## src/rtl/lane_merge_pkg.sv

```systemverilog
// rtl/lane_merge_pkg.sv - shared types for the two-lane merge arbiter
// Contents: lane count, lane identifier enum, merged beat struct, lane toggle helper.
package lane_merge_pkg;

  localparam int NUM_LANES = 2;
  localparam int BEAT_DATA_W = 5;

  typedef enum logic {
    LANE0 = 1'b0,
    LANE1 = 1'b1
  } lane_t;

  typedef struct packed {
    logic [BEAT_DATA_W-1:0] data;
    lane_t                  lane;
  } beat_t;

  function automatic lane_t other_lane(input lane_t l);
    return (l == LANE0) ? LANE1 : LANE0;
  endfunction

endpackage

```

## src/rtl/lane_fifo.sv

```systemverilog
// rtl/lane_fifo.sv - per-lane FIFO with registered not-full ready and no bypass
// Ports:
//   clk_i, rst_i        clock, synchronous active-high reset
//   in_data_i/valid_i   upstream beat; in_ready_o is registered (count != DEPTH)
//   head_data_o/valid_o oldest stored beat; valid only from registered count
//   pop_i               consume the head (ignored when empty)
module lane_fifo
  import lane_merge_pkg::*;
#(
  parameter int DATA_WIDTH = BEAT_DATA_W,
  parameter int DEPTH      = 2
) (
  input  logic                  clk_i,
  input  logic                  rst_i,
  input  logic [DATA_WIDTH-1:0] in_data_i,
  input  logic                  in_valid_i,
  output logic                  in_ready_o,
  output logic [DATA_WIDTH-1:0] head_data_o,
  output logic                  head_valid_o,
  input  logic                  pop_i
);

  localparam int PW = (DEPTH > 1) ? $clog2(DEPTH) : 1;
  localparam int CW = $clog2(DEPTH + 1);
  localparam logic [CW-1:0] FULL = CW'(DEPTH);

  logic [DATA_WIDTH-1:0] mem_q [DEPTH];
  logic [PW-1:0]         wr_q, rd_q;
  logic [CW-1:0]         count_q, count_d;
  logic                  ready_q;
  logic                  push, pop;

  always_comb begin
    push    = in_valid_i && ready_q;
    pop     = pop_i && (count_q != '0);
    count_d = count_q;
    if (push && !pop) begin
      count_d = count_q + 1'b1;
    end else if (!push && pop) begin
      count_d = count_q - 1'b1;
    end
  end

  // Pointers wrap naturally because DEPTH is a power of two.
  always_ff @(posedge clk_i) begin
    if (rst_i) begin
      wr_q    <= '0;
      rd_q    <= '0;
      count_q <= '0;
      ready_q <= 1'b0;
    end else begin
      if (push) wr_q <= wr_q + 1'b1;
      if (pop)  rd_q <= rd_q + 1'b1;
      count_q <= count_d;
      // Looking at the next count lets a popped-full FIFO reopen one cycle later.
      ready_q <= (count_d != FULL);
    end
  end

  always_ff @(posedge clk_i) begin
    if (push) mem_q[wr_q] <= in_data_i;
  end

  assign in_ready_o   = ready_q;
  assign head_data_o  = mem_q[rd_q];
  assign head_valid_o = (count_q != '0);

endmodule

```

## src/rtl/lane_merge_arbiter.sv

```systemverilog
// rtl/lane_merge_arbiter.sv - merges two ready/valid lanes onto one lane-tagged stream
// Ports:
//   CLK, RESET                 clock, synchronous active-high reset
//   I_k_data/valid/ready       input lane k (k = 0, 1), ready is registered
//   O_data/lane/valid, O_ready merged registered output with source lane
module lane_merge_arbiter
  import lane_merge_pkg::*;
#(
  parameter int DATA_WIDTH = BEAT_DATA_W,
  parameter int DEPTH      = 2
) (
  input  logic                  CLK,
  input  logic                  RESET,
  input  logic [DATA_WIDTH-1:0] I_0_data,
  input  logic                  I_0_valid,
  output logic                  I_0_ready,
  input  logic [DATA_WIDTH-1:0] I_1_data,
  input  logic                  I_1_valid,
  output logic                  I_1_ready,
  output logic [DATA_WIDTH-1:0] O_data,
  output logic                  O_lane,
  output logic                  O_valid,
  input  logic                  O_ready
);

  logic [DATA_WIDTH-1:0] head0_data, head1_data, grant_data;
  logic [NUM_LANES-1:0]  head_valid;
  logic [NUM_LANES-1:0]  pop;
  logic                  load, grant_valid;
  lane_t                 grant;

  logic [DATA_WIDTH-1:0] data_q;
  lane_t                 lane_q, pref_q;
  logic                  valid_q;

  lane_fifo #(.DATA_WIDTH(DATA_WIDTH), .DEPTH(DEPTH)) u_fifo0 (
    .clk_i        (CLK),
    .rst_i        (RESET),
    .in_data_i    (I_0_data),
    .in_valid_i   (I_0_valid),
    .in_ready_o   (I_0_ready),
    .head_data_o  (head0_data),
    .head_valid_o (head_valid[0]),
    .pop_i        (pop[0])
  );

  lane_fifo #(.DATA_WIDTH(DATA_WIDTH), .DEPTH(DEPTH)) u_fifo1 (
    .clk_i        (CLK),
    .rst_i        (RESET),
    .in_data_i    (I_1_data),
    .in_valid_i   (I_1_valid),
    .in_ready_o   (I_1_ready),
    .head_data_o  (head1_data),
    .head_valid_o (head_valid[1]),
    .pop_i        (pop[1])
  );

  // Round-robin: pref_q only matters when both heads compete.
  always_comb begin
    load        = !valid_q || O_ready;
    grant_valid = head_valid[0] || head_valid[1];
    grant       = pref_q;
    if (head_valid[0] && !head_valid[1]) begin
      grant = LANE0;
    end else if (!head_valid[0] && head_valid[1]) begin
      grant = LANE1;
    end
    grant_data = (grant == LANE1) ? head1_data : head0_data;
    pop[0]     = load && grant_valid && (grant == LANE0);
    pop[1]     = load && grant_valid && (grant == LANE1);
  end

  always_ff @(posedge CLK) begin
    if (RESET) begin
      data_q  <= '0;
      lane_q  <= LANE0;
      valid_q <= 1'b0;
      pref_q  <= LANE0;
    end else if (load) begin
      if (grant_valid) begin
        data_q  <= grant_data;
        lane_q  <= grant;
        valid_q <= 1'b1;
        pref_q  <= other_lane(grant);
      end else begin
        valid_q <= 1'b0;
      end
    end
  end

  assign O_data  = data_q;
  assign O_lane  = lane_q;
  assign O_valid = valid_q;

endmodule

```

## config.mk

```make
export PLATFORM = sky130hd
export DESIGN_NAME = lane_merge_arbiter
export DESIGN_NICKNAME = d
export VERILOG_FILES = /design/src/rtl/lane_merge_pkg.sv /design/src/rtl/lane_fifo.sv /design/src/rtl/lane_merge_arbiter.sv
export SDC_FILE = /design/constraint.sdc
export NUM_CORES = 1
export LEC_CHECK = 0
export BUFFER_PORTS_ARGS = -buffer_cell sky130_fd_sc_hd__buf_4
export CAP_MARGIN = 40
export CORE_MARGIN = 2
export CORE_UTILIZATION = 40
export CTS_CLUSTER_DIAMETER = 200
export DETAILED_ROUTE_END_ITERATION = 16
export GPL_TIMING_DRIVEN = 0
export PLACE_DENSITY = 0.7
export SYNTH_ARGS = -nofsm -noshare
export SYNTH_HDL_FRONTEND = slang
export SYNTH_SLANG_ARGS = --single-unit
```

## constraint.sdc

```tcl
create_clock -name CLK -period 2 [get_ports CLK]
set_input_delay 0.3 -clock CLK [delete_from_list [all_inputs] [get_ports CLK]]
set_output_delay 0.3 -clock CLK [all_outputs]
set_load 0.02 [all_outputs]
```

==> summary.txt, run 1 <==
Status
  – Status: finished clean

Logic synthesis
  – Post-synthesis sequential area ratio: 0.579
  – Mean post-synth cell area: ~12 sq um
  – Cells after Synth: approximately 140
  – #FFs+latches synth: 40
  – Mapped Nets: roughly 160
  – EDFF count, synth: 20
  – Distinct cells, synth: 43
  – Synth Cell Area: 1730 sq um
  – Synth area leader: edfxtp_1
  – Ys async rst share: 0
  – Most area-consuming cells after synthesis: edfxtp_1, dfxtp_1, mux2_2
  – Dominant synthesized flop cell: edfxtp_1
  – Top cells by count, synth: dfxtp_1, edfxtp_1, nor2_1
  – Ys Warns: 0
  – Post-synth top area share: 0.347

Finish
  – Area Overhead vs Synth: 19.8%
  – Fin nets: roughly 190
  – Fin util: 0.507
  – N_diodes: 0
  – Share of cells above drive strength 1: 0.289

Floorplan
  – Ports: 24
  – Die Height: 69.8 microns
  – Die area: between 4000 and 5000 sq um
  – Rows: 23
  – Initial Util: 0.423
  – Core footprint: 4090 sq um
  – Die Span X: roughly 70 microns

STA
  – Setup tns final: 0 ns
  – Final Hold Fails: 0
  – Worst slew margin: 0.665
  – Final setup viols: 0
  – F_max: 0.556 GHz
  – Clock Skew: 0.00541 ns
  – Fin. max-slew vios: 0
  – Unrepaired setup endpoints after global routing: no
  – Slew @ Worst Pin: 0.503 ns
  – Final worst-path cycle share: 0.899
  – Min cycle time layout: 1.80 ns

Setup path
  – Reg2Reg Capture Point: u_fifo0.count_q[0]
  – Critical path depth: 7
  – Count of buffer and inverter cells on the critical path: 2
  – Slowest stage delay, CP: around 0.41 ns
  – Crit path arrival time: 1.98 ns
  – Crit-path slowest cell: dfxtp_1
  – Worst R2R Path Depth: 7
  – Maximum fanout along the worst path: 9
  – Crit path max-delay family: flip-flops
  – Cell Chain, Critical Path: inv_1 -> ha_1 -> buf_6 -> nand2b_4 -> a31o_4 -> and2_4 -> mux2_4
  – Crit Path Category: reg2reg
  – CP Launch Point: u_fifo1.count_q[0]
  – Crit. End Element: flop
  – Data required, critical path: 2.18 ns
  – Launch point of the worst reg-to-reg path: u_fifo1.count_q[0]
  – Startpoint types: flop
  – Register-to-register setup slack: about 0.2 ns

Power
  – Pint: 2.01 mW
  – Sequential Power Share: 0.382
  – Power Dens Cells: 1500 nW/um^2
  – Sw Pwr: ~1.1 mW
  – Clk pwr share: 0.206
  – Sw Share: 0.355
  – VDD IR max: 0.678 mV
  – Combinational power share: 0.413
  – Leakage: around 0.8 nW

Global routing
  – Initial antenna violation count: 0
  – Total Routing Usage GR: 0.142
  – Largest net degree at the start of global routing: 13
  – Gr ovfl total: 0
  – Number of global-route vias before repair: 1248
  – First-pass GRT wire length: 5460 microns

Flow run
  – # Max-Cap Violations: 0

CTS
  – Clock sink count: 40
  – Hold Buf Count CTS: 0
  – # H-tree levels: 2
  – Clk root buf: clkbuf_8
  – Worst-Skew Late Latency: 0.29 ns
  – CTS Buffer Depth: 2
  – Post-CTS setup buffer count: 0
  – Num CTS Buffers: 5
  – CTS tree: done
  – PostCTS Resize Cnt: 0
  – Clock transition at path regs: 0.08 ns

Detailed routing
  – Final wirelength: 3130 microns
  – Number of detailed-route iterations in the first pass: 4
  – Routed wire per std cell: 14.0 microns
  – Via/cell ratio: 5.28
  – Post-DRT Antenna Nets: 0
  – Drc violations: 0
  – DR iter-0 viols: 22
  – DR vias: 1178

Place
  – RePlAce Congestion: 0.759
  – IO Port Bufs: 23
  – DP Wirelength: 2330 microns

Hold path
  – Hold Crit Class: in2reg
  – Hold wc startpoint: I_0_data[3]
  – Hold depth: 1
  – WHS Endpoint: u_fifo0.mem_q[1][3]
-- kinds of logic after synthesis --
logic type	count (synthesis)	synth area share
muxes	8	0.0535
and+or+nand+nor	52	0.172
buffers and inverters	12	0.0318
adders and majority gates	2	0.0145
AOI/OAI and AO/OA	23	0.116
DFF	40	0.579
xor gates and xnor gates	5	0.0333
-- sequential cells by signal (all words and copies together), names as in the netlist, named ones only --
name and cells:
u_fifo0.mem_q 10, u_fifo1.mem_q 10, O_data 5, u_fifo0.count_q 2, u_fifo1.count_q 2, O_lane 1
O_valid 1, pref_q 1, u_fifo0.in_ready_o 1, u_fifo0.rd_q 1, u_fifo0.wr_q 1, u_fifo1.in_ready_o 1
u_fifo1.rd_q 1, u_fifo1.wr_q 1
-- worst reg2reg max path, delay by kind of cell (launching register included) --
kind	cells	cell delay, ns
adder cells (fa/ha/maj)	1	0.21
buffers and inverters	2	0.23
AND/OR/NAND/NOR	2	0.30
multiplexers	1	0.29
AO/OA/AOI/OAI	1	0.26
flip-flops	1	0.41
-- cell usage in the layout, fill, tap and decap left out, types with 2 or more instances in the layout --
cell / n
inv_1: 6
edfxtp_1: 20
xnor2_1: 3
buf_2: 2
ha_1: 2
dfxtp_1: 20
and3_1: 2
a31oi_1: 6
o2111ai_1: 4
nor2b_1: 2
nand3_1: 6
nand2b_1: 6
nand2_1: 9
buf_4: 23
clkbuf_8: 5
nor2_1: 13
nor3_1: 4
mux2_2: 6
clkbuf_1: 4
a21oi_1: 3
-- final cells by class --
type / count / area (sq um)
Fill cell: 357 / 2010
Sequential cell: 40 / 1000
Multi-Input combinational cell: 90 / 673
Timing Repair Buffer: 23 / 173
Clock buffer: 6 / 72.6
Tap cell: 50 / 62.6
Clock inverter: 2 / 35.0
Buffer: 6 / 32.5
Inverter: 6 / 22.5
-- power by group through the flow --
stage	combinational [mW]	sequential [mW]	clock, mW
after floorplan	0.893	1.27	0
after global routing	1.43	1.22	0.684
after detailed placement	1.29	1.21	0
after CTS	1.30	1.19	0.660
after global placement	1.24	1.20	0
final	1.29	1.19	0.642
-- worst max path at each step --
stage	to	slack, ns
floorplan	u_fifo0.count_q[0]	0.33
detailed placement	u_fifo0.count_q[0]	0.23
finish	u_fifo0.count_q[0]	0.20
global route	O_data[3]	0.11
CTS	u_fifo0.count_q[0]	0.22
global placement	u_fifo0.count_q[0]	0.28
-- stage by stage --
stage / cell area [sq um] / power, mW / setup slack, ns / instances / hold slack (ns)
floorplan: 1730 / 2.16 / 0.335 / 142 / 0.399
global placement: 1960 / 2.44 / 0.277 / 215 / 0.472
detailed placement: 1960 / 2.50 / 0.235 / 215 / 0.475
CTS: 2070 / 3.15 / 0.217 / 223 / 0.181
global route: 2070 / 3.33 / 0.108 / 223 / 0.181
finish: 2070 / 3.12 / 0.202 / 223 / 0.189
-- layer usage --
layer  vias up  wire (microns)  GRT usage
met5         -               0          0
met4         0              59     0.0641
li1        583               -          -
met1       567            1390      0.162
met2        22            1570      0.246
met3         6             111     0.0407
No activity file was read; power rests on OpenSTA's default activity.
==> run 2, diff against run 1 <==
Settings changed: REMOVE_ABC_BUFFERS set to 1, SYNTH_HIERARCHICAL set to 1.
Clock period 2 ns to 2.3 ns, I/O delays scaled along.
==> run 2 against run 1 <==
Against the previous run: fmax fell by 11%; non-clock buffer count fell by 6; critical endpoint is now u_fifo0/in_ready_o; global-route usage fell by 0.57 points.
==> summary.txt, run 2 <==
Global routing
  – First-pass GRT wire length: 4530 microns
  – Total Routing Usage GR: 0.136
  – Initial antenna violation count: 0
  – Gr ovfl total: 0
  – Largest net degree at the start of global routing: 21
  – Number of global-route vias before repair: 1085

Logic synthesis
  – #FFs+latches synth: 40
  – Mean post-synth cell area: 12.1 sq um
  – EDFF count, synth: 20
  – Synth Cell Area: 1680 sq um
  – Cells after Synth: 138
  – Dominant synthesized flop cell: edfxtp_1
  – Ys async rst share: 0
  – Synth area leader: edfxtp_1
  – Ys Warns: 6
  – Top cells by count, synth: dfxtp_1, edfxtp_1, mux2_2, nor2_1, inv_1
  – Post-synth top area share: 0.358
  – Most area-consuming cells after synthesis: edfxtp_1, dfxtp_1, mux2_2
  – Post-synthesis sequential area ratio: 0.597
  – Distinct cells, synth: 32

Finish
  – Area Overhead vs Synth: 19.6%
  – Most frequent cells in the layout: buf_4, dfxtp_1, edfxtp_1
  – Final instance area: 2010 sq um
  – Fin nets: 182
  – Fin util: 0.498
  – N_diodes: 0
  – Share of cells above drive strength 1: 0.313
  – Commonest non-fill, non-tap cell in the layout: buf_4

STA
  – Unrepaired setup endpoints after global routing: no
  – Fin. max-slew vios: 0
  – Clock Skew: 0.00353 ns
  – Slack of the critical path: 0.274 ns
  – Slew @ Worst Pin: 0.459 ns
  – F_max: 0.494 GHz
  – Final Hold Fails: 0
  – Setup tns final: 0 ns
  – Final worst-path cycle share: 0.881
  – Final setup viols: 0
  – Min cycle time layout: 2.03 ns
  – Worst slew margin: 0.693

CTS
  – CTS tree: done
  – Num CTS Buffers: 5
  – Worst-Skew Late Latency: 0.29 ns
  – CTS Buffer Depth: 2
  – # H-tree levels: 2
  – Hold Buf Count CTS: 0
  – Clock transition at path regs: 0.07 ns
  – Post-CTS setup buffer count: 0
  – Clock sink count: 40
  – PostCTS Resize Cnt: 0
  – Clk root buf: clkbuf_8

Place
  – Pre-CTS setup slack: between 0.2 and 0.3 ns
  – Cell area after placement: between 1500 and 2000 sq um
  – RePlAce Congestion: slightly below 0.7
  – DP Wirelength: 2120 microns
  – IO Port Bufs: 23

Power
  – Leakage: 0.757 nW
  – Total design power: 2.60 mW
  – VDD IR max: 0.368 mV
  – Power Dens Cells: 1300 nW/um^2

Detailed routing
  – Final wirelength: 2820 microns
  – DR vias: around 1100
  – Number of detailed-route iterations in the first pass: 4
  – Routed wire per std cell: 13.1 microns
  – Via/cell ratio: 5.03
  – Drc violations: 0
  – Post-DRT Antenna Nets: 0
  – DR iter-0 viols: 22

Setup path
  – Crit Path Category: reg2reg
  – Crit. End Element: flop
  – Slowest stage delay, CP: 0.39 ns
  – CP most frequent cell: inv_1
  – Crit path arrival time: ~2.2 ns
  – Cell Chain, Critical Path: inv_1 -> ha_1 -> inv_1 -> a21boi_4 -> and2_1 -> nor2b_4 -> or2_1 -> mux2i_1 -> a211oi_1
  – Crit-path slowest cell: dfxtp_1
  – Data required, critical path: 2.50 ns
  – Maximum fanout along the worst path: 6
  – Startpoint types: flop

Floorplan
  – Die area: 4730 sq um
  – Die Height: a little under 70 microns
  – Ports: 24
  – Rows: 23
  – Core footprint: 4030 sq um
  – Die Span X: 68.7 microns
  – Initial Util: 0.416

Status
  – Status: finished clean

Flow run
  – # Max-Cap Violations: 0

Hold path
  – Hold Crit Class: in2reg
==> run 2: path summary, 6_finish.rpt <==
kind                      start                  end  slack (ns)  cells after the start
max          u_fifo0/count_q[0]   u_fifo0/in_ready_o        0.27                      9
min                 I_0_data[2]  u_fifo0/mem_q[0][2]        0.24                      1
max reg2reg  u_fifo0/count_q[0]   u_fifo0/in_ready_o        0.27                      9
min reg2reg           O_data[0]            O_data[0]        0.50                      2
==> run 2: metal layers <==
metal,track usage,part of all wire,up-vias
met4,0.0735,0.022,0
li1,-,-,551
met2,0.248,0.54,14
met3,0.0487,0.041,7
met5,0,0,-
met1,0.134,0.39,514
==> run 2: power breakdown <==
| part | internal (mW) | switching [mW] | leakage (nW) |
|---|---|---|---|
| combinational | 0.460 | 0.535 | 0.350 |
| clock | 0.349 | 0.228 | 0.0588 |
| sequential | 0.917 | 0.110 | 0.348 |
| total | 1.73 | 0.874 | 0.757 |
==> run 2: cells by family (layout without fill, tap and decap cells) <==
group,count (synthesis),after routing,share of synthesized area
simple gates,41,41,0.140
mux,12,12,0.0791
fa+ha+maj,2,2,0.0149
xor+xnor,8,8,0.0418
buf+inv,11,39,0.0313
compound gates,24,24,0.0955
flops,40,40,0.597
==> run 2: layout make-up <==
type                       count  area [sq um]
sequential                    40          1000
fill                         362          2020
tap                           50          62.6
inverter                       8          30.0
clock buffer                   6          82.6
clock inverter                 2          33.8
timing repair buffer          23           173
multi-input combinational     87           623
==> run 2: through the flow <==
step / hold slack (ns) / instances
floorplan: 0.414 / 135
global placement: 0.476 / 208
detailed placement: 0.495 / 208
CTS: 0.228 / 216
global route: 0.225 / 216
finish: 0.236 / 216
==> run 2: worst max-delay path: cells and delay by family, from the launching register on <==
| family | cells | cell delay, ns |
|---|---|---|
| AOI/OAI and AO/OA | 2 | 0.51 |
| and+or+nand+nor | 3 | 0.52 |
| buffers and inverters | 2 | 0.19 |
| muxes | 1 | 0.09 |
| adders and majority gates | 1 | 0.23 |
| DFF | 1 | 0.39 |
